## src/rtl/mmio_bus_fabric_if.sv

```systemverilog
// Bus bundle between the RV32 data port, mmio_bus_fabric and its NUM_SLV peripherals.
interface mmio_bus_fabric_if #(
  parameter int NUM_SLV = 8
);
  // CPU side: a request is an rstrb pulse or a nonzero wstrb while the fabric is idle
  // (busy=0 and no done this cycle); the answer is the single-cycle done pulse with
  // rdata valid. Slave side: exactly one s_rstrb/s_wstrb pulse per transaction, and
  // the slave completes by raising s_ready with s_rdata valid in the same cycle.
  logic [31:0]            addr;
  logic [31:0]            wdata;
  logic [3:0]             wstrb;
  logic                   rstrb;
  logic [31:0]            rdata;
  logic                   busy;
  logic                   done;
  logic [NUM_SLV-1:0]     s_rstrb;
  logic [4*NUM_SLV-1:0]   s_wstrb;
  logic [31:0]            s_addr;
  logic [31:0]            s_wdata;
  logic [32*NUM_SLV-1:0]  s_rdata;
  logic [NUM_SLV-1:0]     s_ready;
  logic [1:0]             fsm_state;

  modport master (
    output addr, wdata, wstrb, rstrb, s_rdata, s_ready,
    input  rdata, busy, done, s_rstrb, s_wstrb, s_addr, s_wdata, fsm_state
  );

  modport slave (
    input  addr, wdata, wstrb, rstrb, s_rdata, s_ready,
    output rdata, busy, done, s_rstrb, s_wstrb, s_addr, s_wdata, fsm_state
  );
endinterface

```

## src/rtl/mmio_bus_fabric.sv

```systemverilog
// Table-decoded MMIO interconnect with registered handshake, timeout and error window.
// Optional MMIO_BUS_ERR_IRQ_EN adds err_irq and an irq enable bit at fabric offset 0x8.
module mmio_bus_fabric #(
  parameter int                    NUM_SLV     = 8,
  parameter logic [16*NUM_SLV-1:0] SLV_BASE    = {16'h0600, 16'h0500, 16'h4000, 16'h3000,
                                                  16'h2000, 16'h1000, 16'hA000, 16'h0000},
  parameter logic [15:0]           FAB_BASE    = 16'hF000,
  parameter int                    TIMEOUT_CYC = 64,
  parameter logic [31:0]           ERR_DATA    = 32'hDEADBEEF
) (
  input  logic             clk,
  input  logic             rst,
  mmio_bus_fabric_if.slave bus
`ifdef MMIO_BUS_ERR_IRQ_EN
  ,
  output logic             err_irq
`endif
);
  localparam int IW = (NUM_SLV > 1) ? $clog2(NUM_SLV) : 1;
  localparam int CW = (TIMEOUT_CYC > 0) ? $clog2(TIMEOUT_CYC + 1) : 1;

  typedef enum logic [1:0] {IDLE = 2'd0, ISSUE = 2'd1, WAIT = 2'd2, RESP = 2'd3} state_t;

  state_t               state_q, state_d;
  logic                 req, req_write, fab_hit, slv_hit;
  logic [IW-1:0]        hit_idx, sel_q;
  logic                 write_q, sel_ready;
  logic [31:0]          sel_rdata, fab_rdata, resp_val;
  logic [31:0]          addr_q, wdata_q, rdata_q;
  logic                 busy_q, done_q;
  logic [NUM_SLV-1:0]   s_rstrb_q;
  logic [4*NUM_SLV-1:0] s_wstrb_q;
  logic [CW-1:0]        cnt_q, cnt_d;
  logic                 timeout_hit, start_issue, load_resp;
  logic                 err_set, fab_clear;
  logic [1:0]           err_cause_new;
  logic [31:0]          err_addr_new;
  logic                 err_sticky_q;
  logic [1:0]           err_cause_q;
  logic [31:0]          err_addr_q;
`ifdef MMIO_BUS_ERR_IRQ_EN
  logic                 irq_en_q, irq_en_wr;
`endif

  assign req       = (state_q == IDLE) && (bus.rstrb || (bus.wstrb != 4'h0));
  assign req_write = (bus.wstrb != 4'h0);
  assign fab_hit   = (bus.addr[31:16] == FAB_BASE);

  // Scan from the top so the lowest matching index is the one left standing.
  always_comb begin
    slv_hit = 1'b0;
    hit_idx = '0;
    for (int i = NUM_SLV - 1; i >= 0; i--) begin
      if (bus.addr[31:16] == SLV_BASE[16*i +: 16]) begin
        slv_hit = 1'b1;
        hit_idx = IW'(i);
      end
    end
  end

  assign sel_ready   = bus.s_ready[sel_q];
  assign sel_rdata   = bus.s_rdata[32*int'(sel_q) +: 32];
  assign timeout_hit = (TIMEOUT_CYC != 0) && ((int'(cnt_q) + 1) >= TIMEOUT_CYC);

  always_comb begin
    fab_rdata = 32'h0;
    case (bus.addr[15:0])
      16'h0000: fab_rdata = {29'b0, err_cause_q, err_sticky_q};
      16'h0004: fab_rdata = err_addr_q;
`ifdef MMIO_BUS_ERR_IRQ_EN
      16'h0008: fab_rdata = {31'b0, irq_en_q};
`endif
      default:  fab_rdata = 32'h0;
    endcase
  end

  always_comb begin
    state_d       = state_q;
    cnt_d         = cnt_q;
    start_issue   = 1'b0;
    load_resp     = 1'b0;
    resp_val      = 32'h0;
    err_set       = 1'b0;
    err_cause_new = 2'd0;
    err_addr_new  = 32'h0;
    fab_clear     = 1'b0;
    case (state_q)
      IDLE: begin
        if (req) begin
          if (fab_hit) begin
            state_d   = RESP;
            load_resp = 1'b1;
            resp_val  = req_write ? 32'h0 : fab_rdata;
            fab_clear = req_write && (bus.addr[15:0] == 16'h0000) && bus.wdata[0];
          end else if (slv_hit) begin
            state_d     = ISSUE;
            start_issue = 1'b1;
            cnt_d       = '0;
          end else begin
            state_d       = RESP;
            load_resp     = 1'b1;
            resp_val      = ERR_DATA;
            err_set       = 1'b1;
            err_cause_new = 2'd1;
            err_addr_new  = bus.addr;
          end
        end
      end
      ISSUE: begin
        if (sel_ready) begin
          state_d   = RESP;
          load_resp = 1'b1;
          resp_val  = write_q ? 32'h0 : sel_rdata;
        end else begin
          state_d = WAIT;
        end
      end
      WAIT: begin
        if (sel_ready) begin
          state_d   = RESP;
          load_resp = 1'b1;
          resp_val  = write_q ? 32'h0 : sel_rdata;
        end else begin
          if (cnt_q != {CW{1'b1}}) cnt_d = cnt_q + 1'b1;
          if (timeout_hit) begin
            state_d       = RESP;
            load_resp     = 1'b1;
            resp_val      = ERR_DATA;
            err_set       = 1'b1;
            err_cause_new = 2'd2;
            err_addr_new  = addr_q;
          end
        end
      end
      RESP:    state_d = IDLE;
      default: state_d = IDLE;
    endcase
  end

  always_ff @(posedge clk or posedge rst) begin
    if (rst) state_q <= IDLE;
    else     state_q <= state_d;
  end

  // Slave strobes are loaded on the accept edge and cleared on the next, so they
  // are high for the single ISSUE cycle only.
  always_ff @(posedge clk or posedge rst) begin
    if (rst) begin
      sel_q        <= '0;
      write_q      <= 1'b0;
      addr_q       <= 32'h0;
      wdata_q      <= 32'h0;
      rdata_q      <= 32'h0;
      busy_q       <= 1'b0;
      done_q       <= 1'b0;
      s_rstrb_q    <= '0;
      s_wstrb_q    <= '0;
      cnt_q        <= '0;
      err_sticky_q <= 1'b0;
      err_cause_q  <= 2'd0;
      err_addr_q   <= 32'h0;
    end else begin
      cnt_q     <= cnt_d;
      busy_q    <= (state_d == ISSUE) || (state_d == WAIT);
      done_q    <= (state_d == RESP);
      s_rstrb_q <= '0;
      s_wstrb_q <= '0;
      if (start_issue) begin
        sel_q   <= hit_idx;
        write_q <= req_write;
        addr_q  <= bus.addr;
        wdata_q <= bus.wdata;
        if (req_write) s_wstrb_q[4*int'(hit_idx) +: 4] <= bus.wstrb;
        else           s_rstrb_q[hit_idx] <= 1'b1;
      end
      if (load_resp) rdata_q <= resp_val;
      if (err_set) begin
        err_sticky_q <= 1'b1;
        err_cause_q  <= err_cause_new;
        err_addr_q   <= err_addr_new;
      end else if (fab_clear) begin
        err_sticky_q <= 1'b0;
        err_cause_q  <= 2'd0;
        err_addr_q   <= 32'h0;
      end
    end
  end

`ifdef MMIO_BUS_ERR_IRQ_EN
  assign irq_en_wr = req && req_write && fab_hit && (bus.addr[15:0] == 16'h0008);

  always_ff @(posedge clk or posedge rst) begin
    if (rst) begin
      irq_en_q <= 1'b0;
      err_irq  <= 1'b0;
    end else begin
      if (irq_en_wr) irq_en_q <= bus.wdata[0];
      err_irq <= err_sticky_q & irq_en_q;
    end
  end
`endif

  assign bus.rdata     = rdata_q;
  assign bus.busy      = busy_q;
  assign bus.done      = done_q;
  assign bus.s_rstrb   = s_rstrb_q;
  assign bus.s_wstrb   = s_wstrb_q;
  assign bus.s_addr    = addr_q;
  assign bus.s_wdata   = wdata_q;
  assign bus.fsm_state = state_q;
endmodule

```

## src/flat_wrapper.sv

```systemverilog
// flat-port wrapper written by rule: the top's interface ports become plain ports
module mmio_bus_fabric_flat 
#(
  parameter int                    NUM_SLV     = 8,
  parameter logic [16*NUM_SLV-1:0] SLV_BASE    = {16'h0600, 16'h0500, 16'h4000, 16'h3000,
                                                  16'h2000, 16'h1000, 16'hA000, 16'h0000},
  parameter logic [15:0]           FAB_BASE    = 16'hF000,
  parameter int                    TIMEOUT_CYC = 64,
  parameter logic [31:0]           ERR_DATA    = 32'hDEADBEEF
)
  (clk, rst, bus_addr, bus_wdata, bus_wstrb, bus_rstrb, bus_s_rdata, bus_s_ready, bus_rdata, bus_busy, bus_done, bus_s_rstrb, bus_s_wstrb, bus_s_addr, bus_s_wdata, bus_fsm_state);
  mmio_bus_fabric_if #(.NUM_SLV(NUM_SLV)) bus_i ();
  input  logic clk;
  input  logic rst;
  input wire logic [$bits(bus_i.addr)-1:0] bus_addr;
  input wire logic [$bits(bus_i.wdata)-1:0] bus_wdata;
  input wire logic [$bits(bus_i.wstrb)-1:0] bus_wstrb;
  input wire logic [$bits(bus_i.rstrb)-1:0] bus_rstrb;
  input wire logic [$bits(bus_i.s_rdata)-1:0] bus_s_rdata;
  input wire logic [$bits(bus_i.s_ready)-1:0] bus_s_ready;
  output wire logic [$bits(bus_i.rdata)-1:0] bus_rdata;
  output wire logic [$bits(bus_i.busy)-1:0] bus_busy;
  output wire logic [$bits(bus_i.done)-1:0] bus_done;
  output wire logic [$bits(bus_i.s_rstrb)-1:0] bus_s_rstrb;
  output wire logic [$bits(bus_i.s_wstrb)-1:0] bus_s_wstrb;
  output wire logic [$bits(bus_i.s_addr)-1:0] bus_s_addr;
  output wire logic [$bits(bus_i.s_wdata)-1:0] bus_s_wdata;
  output wire logic [$bits(bus_i.fsm_state)-1:0] bus_fsm_state;
  assign bus_i.addr = bus_addr;
  assign bus_i.wdata = bus_wdata;
  assign bus_i.wstrb = bus_wstrb;
  assign bus_i.rstrb = bus_rstrb;
  assign bus_i.s_rdata = bus_s_rdata;
  assign bus_i.s_ready = bus_s_ready;
  assign bus_rdata = bus_i.rdata;
  assign bus_busy = bus_i.busy;
  assign bus_done = bus_i.done;
  assign bus_s_rstrb = bus_i.s_rstrb;
  assign bus_s_wstrb = bus_i.s_wstrb;
  assign bus_s_addr = bus_i.s_addr;
  assign bus_s_wdata = bus_i.s_wdata;
  assign bus_fsm_state = bus_i.fsm_state;
  mmio_bus_fabric #(.NUM_SLV(NUM_SLV), .SLV_BASE(SLV_BASE), .FAB_BASE(FAB_BASE), .TIMEOUT_CYC(TIMEOUT_CYC), .ERR_DATA(ERR_DATA)) u_core (.clk(clk), .rst(rst), .bus(bus_i));
endmodule
```

## config.mk

```make
export PLATFORM = sky130hd
export DESIGN_NAME = mmio_bus_fabric_flat
export DESIGN_NICKNAME = d
export VERILOG_FILES = /design/src/rtl/mmio_bus_fabric_if.sv /design/src/rtl/mmio_bus_fabric.sv /design/src/flat_wrapper.sv
export SDC_FILE = /design/constraint.sdc
export NUM_CORES = 1
export LEC_CHECK = 0
export ABC_CLOCK_PERIOD_IN_PS = 8000
export CORE_MARGIN = 2
export CORE_UTILIZATION = 30
export DETAILED_ROUTE_END_ITERATION = 6
export HOLD_SLACK_MARGIN = 0.03
export MAX_ROUTING_LAYER = met4
export RECOVER_POWER = 25
export REMOVE_ABC_BUFFERS = 1
export SYNTH_ARGS = -nofsm -noshare
export SYNTH_HDL_FRONTEND = slang
export SYNTH_SLANG_ARGS = --single-unit
```

## constraint.sdc

```tcl
create_clock -name clk -period 8 [get_ports clk]
set_clock_uncertainty 0.1 [all_clocks]
set_input_delay 1.2 -clock clk [delete_from_list [all_inputs] [get_ports clk]]
set_output_delay 1.2 -clock clk [all_outputs]
set_load 0.03 [all_outputs]
```

# [Word-level counts from Yosys, hierarchy flattened]
# Cells that the tools add are included.
[word_totals] register_bits=186 out_inout_bits=140 inputBits=335 wordCells=142
[op_classes] n_lt_le_gt_ge=4 eq_ne=21 bitwise=1 n_shift=3 mux=83 addsub=3 reduce_logical=13
[op_table] cell="$mux 32" n=17
[op_table] cell="$shiftx 256x9->32" n=1
[op_table] cell="$pmux 32 s2" n=2
[op_table] cell="$pmux 32 s3" n=1
[op_table] cell="$mux 7" n=5
[op_table] cell="$neg 5->33" n=1
[op_table] cell="$shift 4x33->32 const A" n=1
[op_table] cell="$shiftx 4x33->32" n=1
[op_table] cell="$and 32x32->32" n=1
[op_table] cell="$eq 16x11->1 const B" n=2
[op_table] cell="$eq 16x14->1 const B" n=2
[op_table] cell="$eq 16x16->1 const B" n=2
[op_table] cell="$ge 32x8->1 const B" n=1
[op_table] cell="$logic_not 16->1" n=2
[op_table] cell="$mux 1" n=30
[op_table] cell="$mux 3" n=8
[op_table] cell="$mux 2" n=11
[op_table] cell="$eq 16x13->1 const B" n=1
[op_table] cell="$eq 16x15->1 const B" n=1
[op_table] cell="$eq 16x3->1 const B" n=1
[op_table] cell="$mux 8" n=2
[op_table] cell="$pmux 7 s2" n=1
[op_table] cell="$add 7x1->8 const B" n=1
[op_table] cell="$eq 2x2->1 const B" n=4
[op_table] cell="other kinds (19)" n=29

# [Logic depth before layout (Yosys ltp)]
# Gate-level depths: netlist of run 1.
[depth] depth_word=15 mapped_depth=11 depth_no_buf=9

# [Worst setup path before layout of run 1]
# OpenSTA, ideal clock, no wires.
[synth_timing] path_type="input -> register" start="input bus_addr[30]" end="register u_core.s_wstrb_q[10], in the netlist u_core.bus.s_wstrb[10]" arrival_time_ps=3166 cell_stages=10 setup_ps=86 path_buffers=2 slack_ps=4648 t_required_ps=7814 cell_sequence="clkbuf_1 > nor3b_1 > nand3_2 > a21o_1 > ha_1 > ha_1 > a311oi_1 > nand3_1 > clkbuf_1 > nor3_1"
[synth_via] elab_chain_cells=14 elab_cells_between_ends=35 classes_between="add/sub: 1; eq/ne: 8; shift: 2; mux: 22; bitwise: 1; reduce/logical: 1"
[synth_lines] element="start: declaration" line_no="flat_wrapper.sv:15" text="input wire logic [$bits(bus_i.addr)-1:0] bus_addr;"
[synth_lines] element="$eq 16x11->1" line_no="mmio_bus_fabric.sv:54" text="if (bus.addr[31:16] == SLV_BASE[16*i +: 16]) begin"
[synth_lines] element="$mux 3 or $mux 1 (tied branches) (8 in series)" line_no="mmio_bus_fabric.sv:54"
[synth_lines] element="$neg 5->33 or $mux 1 (tied branches)" line_no="mmio_bus_fabric.sv:173, mmio_bus_fabric.sv:95"
[synth_lines] element="$shiftx 4x33->32, or another cell as far along" line_no="mmio_bus_fabric.sv:173" text="if (req_write) s_wstrb_q[4*int'(hit_idx) +: 4] <= bus.wstrb;"
[synth_lines] element="$and 32x32->32 (no line) or $mux 1 (tied branches)"
[synth_lines] element="$mux 32 or $mux 1 (tied branches)" line_no="mmio_bus_fabric.sv:173, mmio_bus_fabric.sv:87"
[synth_lines] element="$mux 32 (*)" line_no="mmio_bus_fabric.sv:168" text="if (start_issue) begin"
[synth_lines] element="end signal: indexed assignment" line_no="mmio_bus_fabric.sv:173"
[synth_lines] element="end: declaration" line_no="mmio_bus_fabric.sv:32" text="logic [4*NUM_SLV-1:0] s_wstrb_q;"
# Every way passes the cells marked *; elsewhere a longest branch is shown, timed or not.
# A chain may end at the register's enable or synchronous reset.

# [Final worst setup path of run 1]
[layout_timing] start="register u_core.sel_q[1]" end="register u_core.err_addr_q[4]"
[layout_via] elab_chain_cells=5 elab_cells_between_ends=8 classes_between="mux: 7; reduce/logical: 1"
[layout_lines] element="start: declaration" line_no="mmio_bus_fabric.sv:26" text="logic [IW-1:0] hit_idx, sel_q;"
[layout_lines] element="start signal: assignment" line_no="mmio_bus_fabric.sv:169" text="sel_q <= hit_idx;"
[layout_lines] element="$bmux 1 s3 (*)" line_no="mmio_bus_fabric.sv:61" text="assign sel_ready = bus.s_ready[sel_q];"
[layout_lines] element="$mux 1 (implied by the code) (*)" line_no="mmio_bus_fabric.sv:61"
[layout_lines] element="$mux 32 or $mux 1 (tied branches)" line_no="mmio_bus_fabric.sv:119" text="if (sel_ready) begin"
[layout_lines] element="$pmux 32 s2 or $pmux 1 s2 (tied branches)" line_no="mmio_bus_fabric.sv:87" text="case (state_q)"
[layout_lines] element="$mux 32 or $reduce_bool 2->1 (tied branches)"
[layout_lines] element="end signal: assignment" line_no="mmio_bus_fabric.sv:180" text="err_addr_q <= err_addr_new;"
[layout_lines] element="end: declaration" line_no="mmio_bus_fabric.sv:40" text="logic [31:0] err_addr_q;"
# Every way passes the cells marked *; elsewhere a longest branch is shown, timed or not. The select of a mux whose other input is x is not followed.

==> results.cfg, run 1 <==
[final_layout]
syn2layout_area_growth_pct = 56.9
fin_nets = 1674
drive_above_1_share = 0.108
utilization = 0.479

[power]
leakage_nw = 6.72
powerDensity_nw_per_um2 = 218
power_w = 0.00342
peakVddDrop_mv = 0.178

[sta]
setup_violations = 0
min_period_ps = 4030
fin_setup_tns_ps = 0
fmax_ghz = 0.248
worstMarginPinSlew_ps = 1060
period_share = 0.504
max_slew_margin = 0.296
finalMaxSlewViolations = 0
hold_viol = 0
rsz0062_at_grt = false

[detailed_routing]
wl_per_cell_um = 21.2
dr.pass1.iters = 5
drc = 0
drt_iter0_drc = 505
viasPerCell = 4.96
antenna_left = 0
postRouteWirelength_um = 37800
vias = 8849

[clocking]
cts_resized = 0
cts_tree = done
cts_hold_buf = 0
cts_root_buffer = clkbuf_16
cts_buffers = 17
clockBufferDepth = 2
clk_latency_ps = 440
postCtsSetupBuffers = 0
htreeDepth = 4
clock-sinks = 186
path_clk_slew_ps = 80

[floorplanning]
die_h_um = 187
rows = 66
io_pins = 475
dieArea_um2 = 34800
core_um2 = 32700
start_util = 0.306
fp.dieW_um = 187

[critical_path]
path_max_fanout = 35
critPathLaunchType = flip-flop
cp.arrival_ps = 4260
r2r.worst_path.cells = 7
crit_type = flip-flop to flip-flop
end_kind = flip-flop
critPathRequiredTime_ps = 8220

[synth]
async_flop_share = 1.00
synth.most_common_cell = nand2_1
ys_warn_count = 0
yosysSeqAreaShare = 0.466
synth_area_um2 = 9990
synth.area.top_cells = dfrtp_1, mux4_2, nand2_1
synth_cell_types = 61
synth-seq-cells = 186
synth_commonest_cells = nand2_1, dfrtp_1, nor2_1
postSynthAreaPerCell_um2 = 11.2
synth_top_area_frac = 0.466
yosys.area.top_type = dfrtp_1
synth_edf_count = 0
synth_cells = 889
yosys_most_used_dff = dfrtp_1

[placement]
port_buffers = 474
dpl.hpwl_um = 28300
routabilityCongestion = 0.869

[outcome]
outcome = finished, final reports clean

[run]
cap_violations = 0

[global_routing]
track_usage = 0.225
grt_overflow = 0
grt_pass1_vias = 9342
antenna_found_initial = 3
grt_pass1_wl_um = 58700
grt_max_degree = 111

[worst_hold_path]
hp-class = flip-flop to flip-flop
min_path_cells = 2
-- state kept, by name (all words and copies together), names as in the netlist, 2 cells and up --
signal / flops
u_core.bus.rdata: 32
u_core.err_cause_q: 2
u_core.bus.s_rstrb: 8
u_core.cnt_q: 7
u_core.bus.fsm_state: 2
u_core.bus.s_wstrb: 32
u_core.bus.s_wdata: 32
u_core.bus.s_addr: 32
u_core.err_addr_q: 32
u_core.sel_q: 3
-- stage by stage --
| stage | area [um^2] | std cells | setup slack, ps | hold slack, ps |
|---|---|---|---|---|
| final | 15700 | 1783 | 3970 | 376 |
| after global routing | 15700 | 1783 | 3620 | 399 |
| after CTS | 15700 | 1780 | 3850 | 382 |
| after detailed placement | 15100 | 1749 | 3460 | 361 |
| after global placement | 15100 | 1749 | 3490 | 356 |
| after floorplan | 9680 | 824 | 1640 | 350 |
-- cell usage in the layout (no fill, tap or decap), drive strengths merged, types with 4 or more instances in the layout --
| cell | instances |
|---|---|
| nor2 | 70 |
| clkbuf | 17 |
| a21o | 37 |
| buf | 9 |
| nor3 | 19 |
| o21ai | 12 |
| a211o | 21 |
| inv | 15 |
| o22ai | 5 |
| mux4 | 64 |
| a21oi | 6 |
| a22o | 34 |
| dlygate4sd3 | 20 |
| a211oi | 7 |
| nand2b | 8 |
| ha | 13 |
| clkdlybuf4s50 | 454 |
| mux2 | 31 |
| mux2i | 35 |
| nand3 | 10 |
| nand2 | 188 |
| nand4 | 4 |
| o2bb2ai | 8 |
| nor2b | 12 |
| clkinv | 8 |
| nor4 | 7 |
| dfrtp | 186 |
-- kinds of logic (layout without fill, tap and decap cells) --
family,Yosys count,count (layout),share of synthesized area
simple gates,337,337,0.148
flops,186,186,0.466
compound gates,146,146,0.118
mux,130,130,0.214
buf+inv,75,524,0.0354
fa+ha+maj,13,13,0.0163
xor+xnor,2,2,0.00175
other cells,0,3,0
-- power by group --
| group | internal, W | switching, W |
|---|---|---|
| Sequential | 0.00112 | 0.000104 |
| Clock | 0.000417 | 0.000425 |
| Combinational | 0.000661 | 0.000689 |
| Total | 0.00220 | 0.00122 |
-- layer usage --
metal	share of wire	vias up	wire, um	GRT usage
met2	0.51	309	19200	0.384
met1	0.42	4415	16000	0.280
li1	-	4089	-	-
met5	0	-	0	-
met3	0.054	36	2050	0.0423
met4	0.014	0	517	0.0479
-- final timing paths --
check	startpoint	endpoint	slack, ps
min	u_core.bus.s_wdata[21]	u_core.bus.s_wdata[21]	380
max	u_core.sel_q[1]	u_core.err_addr_q[4]	3970
min reg2reg	u_core.bus.s_wdata[21]	u_core.bus.s_wdata[21]	380
max in group asynchronous	rst	u_core.sel_q[0]	4830
max reg2reg	u_core.sel_q[1]	u_core.err_addr_q[4]	3970
min in group asynchronous	rst	u_core.bus.s_wdata[22]	1270
-- cell type report --
class	count	area (um^2)
antenna	3	7.51
tap	442	553
timing repair buffer	483	4810
inverter	10	45.0
fill	3033	17000
clock inverter	14	156
clock buffer	17	425
sequential	186	4660
multi-input combinational	628	5020
-- critical path: stages, from the launching register on --
cell and delay (ps):
dfrtp_2 1000, buf_4 560, nand2_1 100, o22ai_1 380, nor2_1 220, o22ai_4 840
nor2b_4 370, a21o_1 280
Power figures use the tool's default switching activity.
==> run 2, diff against run 1 <==
--- a/config.mk
+++ b/config.mk
@@ -5,7 +5,7 @@
 export SDC_FILE = /design/constraint.sdc
 export NUM_CORES = 1
 export LEC_CHECK = 0
-export ABC_CLOCK_PERIOD_IN_PS = 8000
+export ABC_CLOCK_PERIOD_IN_PS = 3700
 export CORE_MARGIN = 2
 export CORE_UTILIZATION = 30
 export DETAILED_ROUTE_END_ITERATION = 6
==> constraint.sdc (replaced) <==
create_clock -name clk -period 3.7 [get_ports clk]
set_clock_uncertainty 0.1 [all_clocks]
set_input_delay 0.555 -clock clk [delete_from_list [all_inputs] [get_ports clk]]
set_output_delay 0.555 -clock clk [all_outputs]
set_load 0.03 [all_outputs]
==> run 2 against run 1 <==
The run now ends with capacitance limit, slew limit left. Non-clock buffer count up 20. Combinational power grew 120%. Clock power up 120%. Sequential cell count stayed put. Hold slack worse by 0.57 ps. Worst setup slack got worse by 3400 ps. Sequential share of layout area down 0.41 points. Cell count rose by 1.2%. Critical endpoint is now u_core.bus.s_wstrb[9]. Wire length up 0.25%. Sequential power increased by 120%. Largest power group unchanged.
==> results.cfg, run 2 (synthesis results as in run 1) <==
[outcome]
violations = capacitance limit, slew limit
outcome = finished with violations

[critical_path]
startpoint = bus_addr[16]
cpMostUsedCell = ha_1
cp_top_family = simple AND/OR/NAND/NOR gates
cp-endpoint = u_core.bus.s_wstrb[9]
path_max_fanout = 12
end_kind = flip-flop
r2r.worst_path.cells = 7
critPathLaunchType = primary input
max_stage_delay_ps = 460
critPathRequiredTime_ps = 3940
critPathBufInv = 2
r2r_slack_ps = 870
cp.arrival_ps = 3400
r2r-end = u_core.bus.rdata[8]
path_depth = 10
crit_type = primary input to flip-flop
cp_slowest_cell = clkdlybuf4s50_1
r2r_start = u_core.sel_q[0]
path_cells = clkdlybuf4s50_1 -> nor4_1 -> nand3_2 -> a21o_1 -> ha_1 -> ha_1 -> a311oi_1 -> nand3_1 -> buf_4 -> nor3_1

[power]
power_w = 0.00747
peakVddDrop_mv = 0.257
powerDensity_nw_per_um2 = 470
p_sw_w = 0.00264
seqPwrFrac = 0.357
combPwrFrac = 0.395
intPower_w = 0.00483
leakage_nw = 6.77
pwr-share-clk = 0.249
swShare = 0.353

[sta]
max_slew_margin = -0.458
worstMarginPinSlew_ps = 2190
finalMaxSlewViolations = 96
setup_violations = 0
period_share = 0.852
rsz0062_at_grt = false
hold_viol = 0
fmax_ghz = 0.317
min_period_ps = 3150

[floorplanning]
start_util = 0.306
dieArea_um2 = 34800
fp.dieW_um = 187
rows = 66
io_pins = 475
core_um2 = 32700
die_h_um = 187

[worst_hold_path]
hold_start = u_core.bus.s_wdata[10]
hp-class = flip-flop to flip-flop

[clocking]
postCtsSetupBuffers = 0
cts_resized = 0
path_clk_slew_ps = 80
cts_buffers = 17
clock-sinks = 186
htreeDepth = 4
clockBufferDepth = 2
cts_tree = done
cts_root_buffer = clkbuf_16
clk_latency_ps = 430
cts_hold_buf = 0

[placement]
routabilityCongestion = 0.913
dpl.hpwl_um = 28900
place_inst = 1769
port_buffers = 474
post_dp_cell_area_um2 = 15300

[detailed_routing]
wl_per_cell_um = 21.0
vias = 8841
drc = 0
postRouteWirelength_um = 37900
viasPerCell = 4.90
drt_iter0_drc = 525
antenna_left = 0
dr.pass1.iters = 5

[global_routing]
top_usage_layer = met2
grt_overflow = 0
grt_pass1_vias = 9388
antenna_found_initial = 4
grtUsageMet3 = 0.0581
grt_max_degree = 98
grt_util_met1 = 0.267
grt_pass1_wl_um = 58200
met2_usage = 0.370
track_usage = 0.224

[final_layout]
syn2layout_area_growth_pct = 59.1
utilization = 0.486
drive_above_1_share = 0.122
layout_common_cells = clkdlybuf4s50_1, nand2_1, dfrtp_1
fin_nets = 1694
final_area_um2 = 15900
layout_commonest_cell = clkdlybuf4s50_1
finalNonFillerCells = 1805

[run]
cap_violations = 1
==> run 2: routing by layer <==
| metal | vias up | share of wire |
|---|---|---|
| li1 | 4126 | - |
| met1 | 4385 | 0.42 |
| met2 | 290 | 0.50 |
| met3 | 40 | 0.062 |
| met4 | 0 | 0.024 |
| met5 | - | 0 |
==> run 2: through the flow <==
stage	setup slack [ps]	setup TNS, ps	hold slack (ps)
4_1_cts	561	0	382
3_5_place_dp	209	0	363
3_3_place_gp	221	0	358
2_1_floorplan	-2010	-487190	350
5_1_grt	400	0	399
6_report	546	0	376
==> run 2: worst min path at each step <==
| stage | endpoint | slack, ps | depth (start not counted) |
|---|---|---|---|
| CTS | u_core.bus.s_wdata[10] | 380 | 2 |
| floorplan | u_core.err_addr_q[14] | 350 | 1 |
| global placement | u_core.bus.s_wdata[29] | 360 | 2 |
| finish | u_core.bus.s_wdata[10] | 380 | 2 |
| global route | u_core.err_addr_q[2] | 400 | 1 |
| detailed placement | u_core.bus.s_wdata[4] | 360 | 2 |
==> run 2: power by group through the flow <==
| stage | registers (W) | clock network (W) | logic, W |
|---|---|---|---|
| finish | 0.00266 | 0.00186 | 0.00295 |
| global route | 0.00271 | 0.00200 | 0.00318 |
| CTS | 0.00266 | 0.00192 | 0.00300 |
| detailed placement | 0.00270 | 0 | 0.00300 |
| global placement | 0.00269 | 0 | 0.00295 |
| floorplan | 0.00302 | 0 | 0.00131 |
==> run 2: final cells by class <==
cell class	instances	area (um^2)
sequential	186	4660
clock buffer	18	439
inverter	10	41.3
tap	442	553
multi-input combinational	628	5020
fill	3049	16800
clock inverter	14	161
timing repair buffer	503	5010
antenna	4	10.0
==> run 2: worst register-to-register path, cell delays in order (launching register included) <==
cell     delay (ps)
dfrtp_4         550
mux2_1          350
o22ai_1         330
or2_0           440
o221a_2         340
nor2_4           50
buf_4           220
mux2_1          340
==> run 3, diff against run 2 <==
--- a/config.mk
+++ b/config.mk
@@ -6,9 +6,9 @@
 export NUM_CORES = 1
 export LEC_CHECK = 0
 export ABC_CLOCK_PERIOD_IN_PS = 3700
-export CORE_MARGIN = 2
-export CORE_UTILIZATION = 30
+export CORE_AREA = 2 2 186 188
 export DETAILED_ROUTE_END_ITERATION = 6
+export DIE_AREA = 0 0 188 190
 export HOLD_SLACK_MARGIN = 0.03
 export MAX_ROUTING_LAYER = met4
 export RECOVER_POWER = 25
==> run 3 against run 2 <==
The run still ends with capacitance limit, slew limit left. Wire length decreased by 1.2%. Clock-buffer cell count down 1. Cell count up 1.1%. Hold slack better by 2.6 ps. Global-route usage decreased by 1.0 points. Critical path type unchanged. Largest cell class is now non-clock buffers.
==> results.cfg, run 3 (synthesis results as in run 1) <==
[clocking]
path_clk_slew_ps = 80
cts_tree = done
postCtsSetupBuffers = 0
cts_hold_buf = 0
clock-sinks = 186
cts_root_buffer = clkbuf_16
clockBufferDepth = 2
cts_resized = 0
clk_latency_ps = 430
htreeDepth = 4
cts_buffers = 17

[sta]
worstMarginPinSlew_ps = 1940
max_slew_margin = -0.294
period_share = 0.815
fmax_ghz = 0.332
rsz0062_at_grt = false
hold_viol = 0
fin_ws_ps = 685
finalMaxSlewViolations = 86
whs_ps = 378
min_period_ps = 3010
setup_violations = 0

[critical_path]
path_cells = clkdlybuf4s50_1 -> nor4_2 -> nand2_1 -> a21o_1 -> ha_1 -> ha_1 -> a311oi_1 -> nand3_1 -> buf_4 -> nor3_1
cp.arrival_ps = 3260
r2r_start = u_core.sel_q[0]
critPathRequiredTime_ps = 3940
cpMostUsedCell = ha_1
critPathLaunchType = primary input
path_max_fanout = 12
end_kind = flip-flop
max_stage_delay_ps = 590
crit_type = primary input to flip-flop
startpoint = bus_addr[26]
cp_slowest_cell = clkdlybuf4s50_1

[global_routing]
antenna_found_initial = 0
grt_overflow = 0
grt_pass1_wl_um = 56600
track_usage = 0.214
grt_pass1_vias = 9501
grt_max_degree = 86

[outcome]
outcome = finished with violations
violations = capacitance limit, slew limit

[floorplanning]
core_um2 = 33900
io_pins = 475
fp.dieW_um = 188
die_h_um = 190
dieArea_um2 = 35700
start_util = 0.294
rows = 68

[placement]
port_buffers = 474
post_dp_cell_area_um2 = 15400
dpl.hpwl_um = 28200
place_inst = 1792
post-place-ws_ps = 196
routabilityCongestion = 0.854

[run]
cap_violations = 1

[power]
leakage_nw = 6.84
peakVddDrop_mv = 0.290
powerDensity_nw_per_um2 = 478
power_w = 0.00765

[final_layout]
drive_above_1_share = 0.127
antenna_cells = 0
layout_common_cells = clkdlybuf4s50_1, nand2_1, dfrtp_1
fill_cells = 3150
syn2layout_area_growth_pct = 60.4
layout_commonest_cell = clkdlybuf4s50_1
finalNonFillerCells = 1824
fin_nets = 1704
final_area_um2 = 16000

[worst_hold_path]
hold_start = u_core.bus.s_wdata[14]
hp-class = flip-flop to flip-flop

[detailed_routing]
wl_per_cell_um = 20.5
viasPerCell = 4.93
drt_iter0_drc = 489
postRouteWirelength_um = 37400
vias = 8992
drc = 0
dr.pass1.iters = 5
antenna_left = 0
[run 3: cell count changes in the layout (fill, tap and decap cells not counted)]
cell,delta
clkbuf_8,-1
inv_12,+1
diode_2,-4
bufinv_16,+2
clkinv_4,+1
clkinv_8,+2
inv_8,-4
clkinvlp_4,-1
clkbuf_4,+1
clkbuf_1,+2
buf_4,+7
[run 3: where the power goes]
part	internal, W	switching, W
Clock	0.00106	0.000944
Combinational	0.00150	0.00149
Sequential	0.00243	0.000234
[run 3: path summary, 6_finish.rpt]
kind | to | slack [ps] | cells past startpoint
min reg2reg | u_core.bus.s_wdata[14] | 380 | 2
min | u_core.bus.s_wdata[14] | 380 | 2
max | u_core.bus.s_wstrb[24] | 690 | 10
min in group asynchronous | u_core.bus.s_wdata[8] | 1050 | 2
max reg2reg | u_core.bus.rdata[14] | 990 | 7
max in group asynchronous | u_core.err_addr_q[1] | 750 | 3
[run 3: metrics by stage]
step,utilization,TNS [ps]
detailed placement,0.453,0
global route,0.472,0
CTS,0.473,0
floorplan,-,-487190
finish,0.472,0
global placement,0.453,0
[run 3: per-layer routing]
metal	share of wire	track usage	vias up
li1	-	-	4144
met5	0	-	-
met1	0.39	0.241	4467
met3	0.075	0.0588	38
met2	0.51	0.375	343
met4	0.021	0.0591	0
[run 3: layout make-up]
| cell class | count | area (um^2) | area share |
|---|---|---|---|
| inverters | 10 | 41.3 | 0.00258 |
| clock inverters | 15 | 226 | 0.0141 |
| clock buffers | 17 | 425 | 0.0266 |
| repair buffers | 513 | 5080 | 0.317 |
| multi-input cells | 628 | 5020 | 0.313 |
| well taps | 455 | 569 | 0.0355 |
| flip-flops and latches | 186 | 4660 | 0.291 |
[run 3: worst max-delay path: cells and delay by family]
kind | cells | cell delay, ps
buffers and inverters | 2 | 780
AOI/OAI and AO/OA | 2 | 520
and+or+nand+nor | 4 | 990
adders and majority gates | 2 | 390
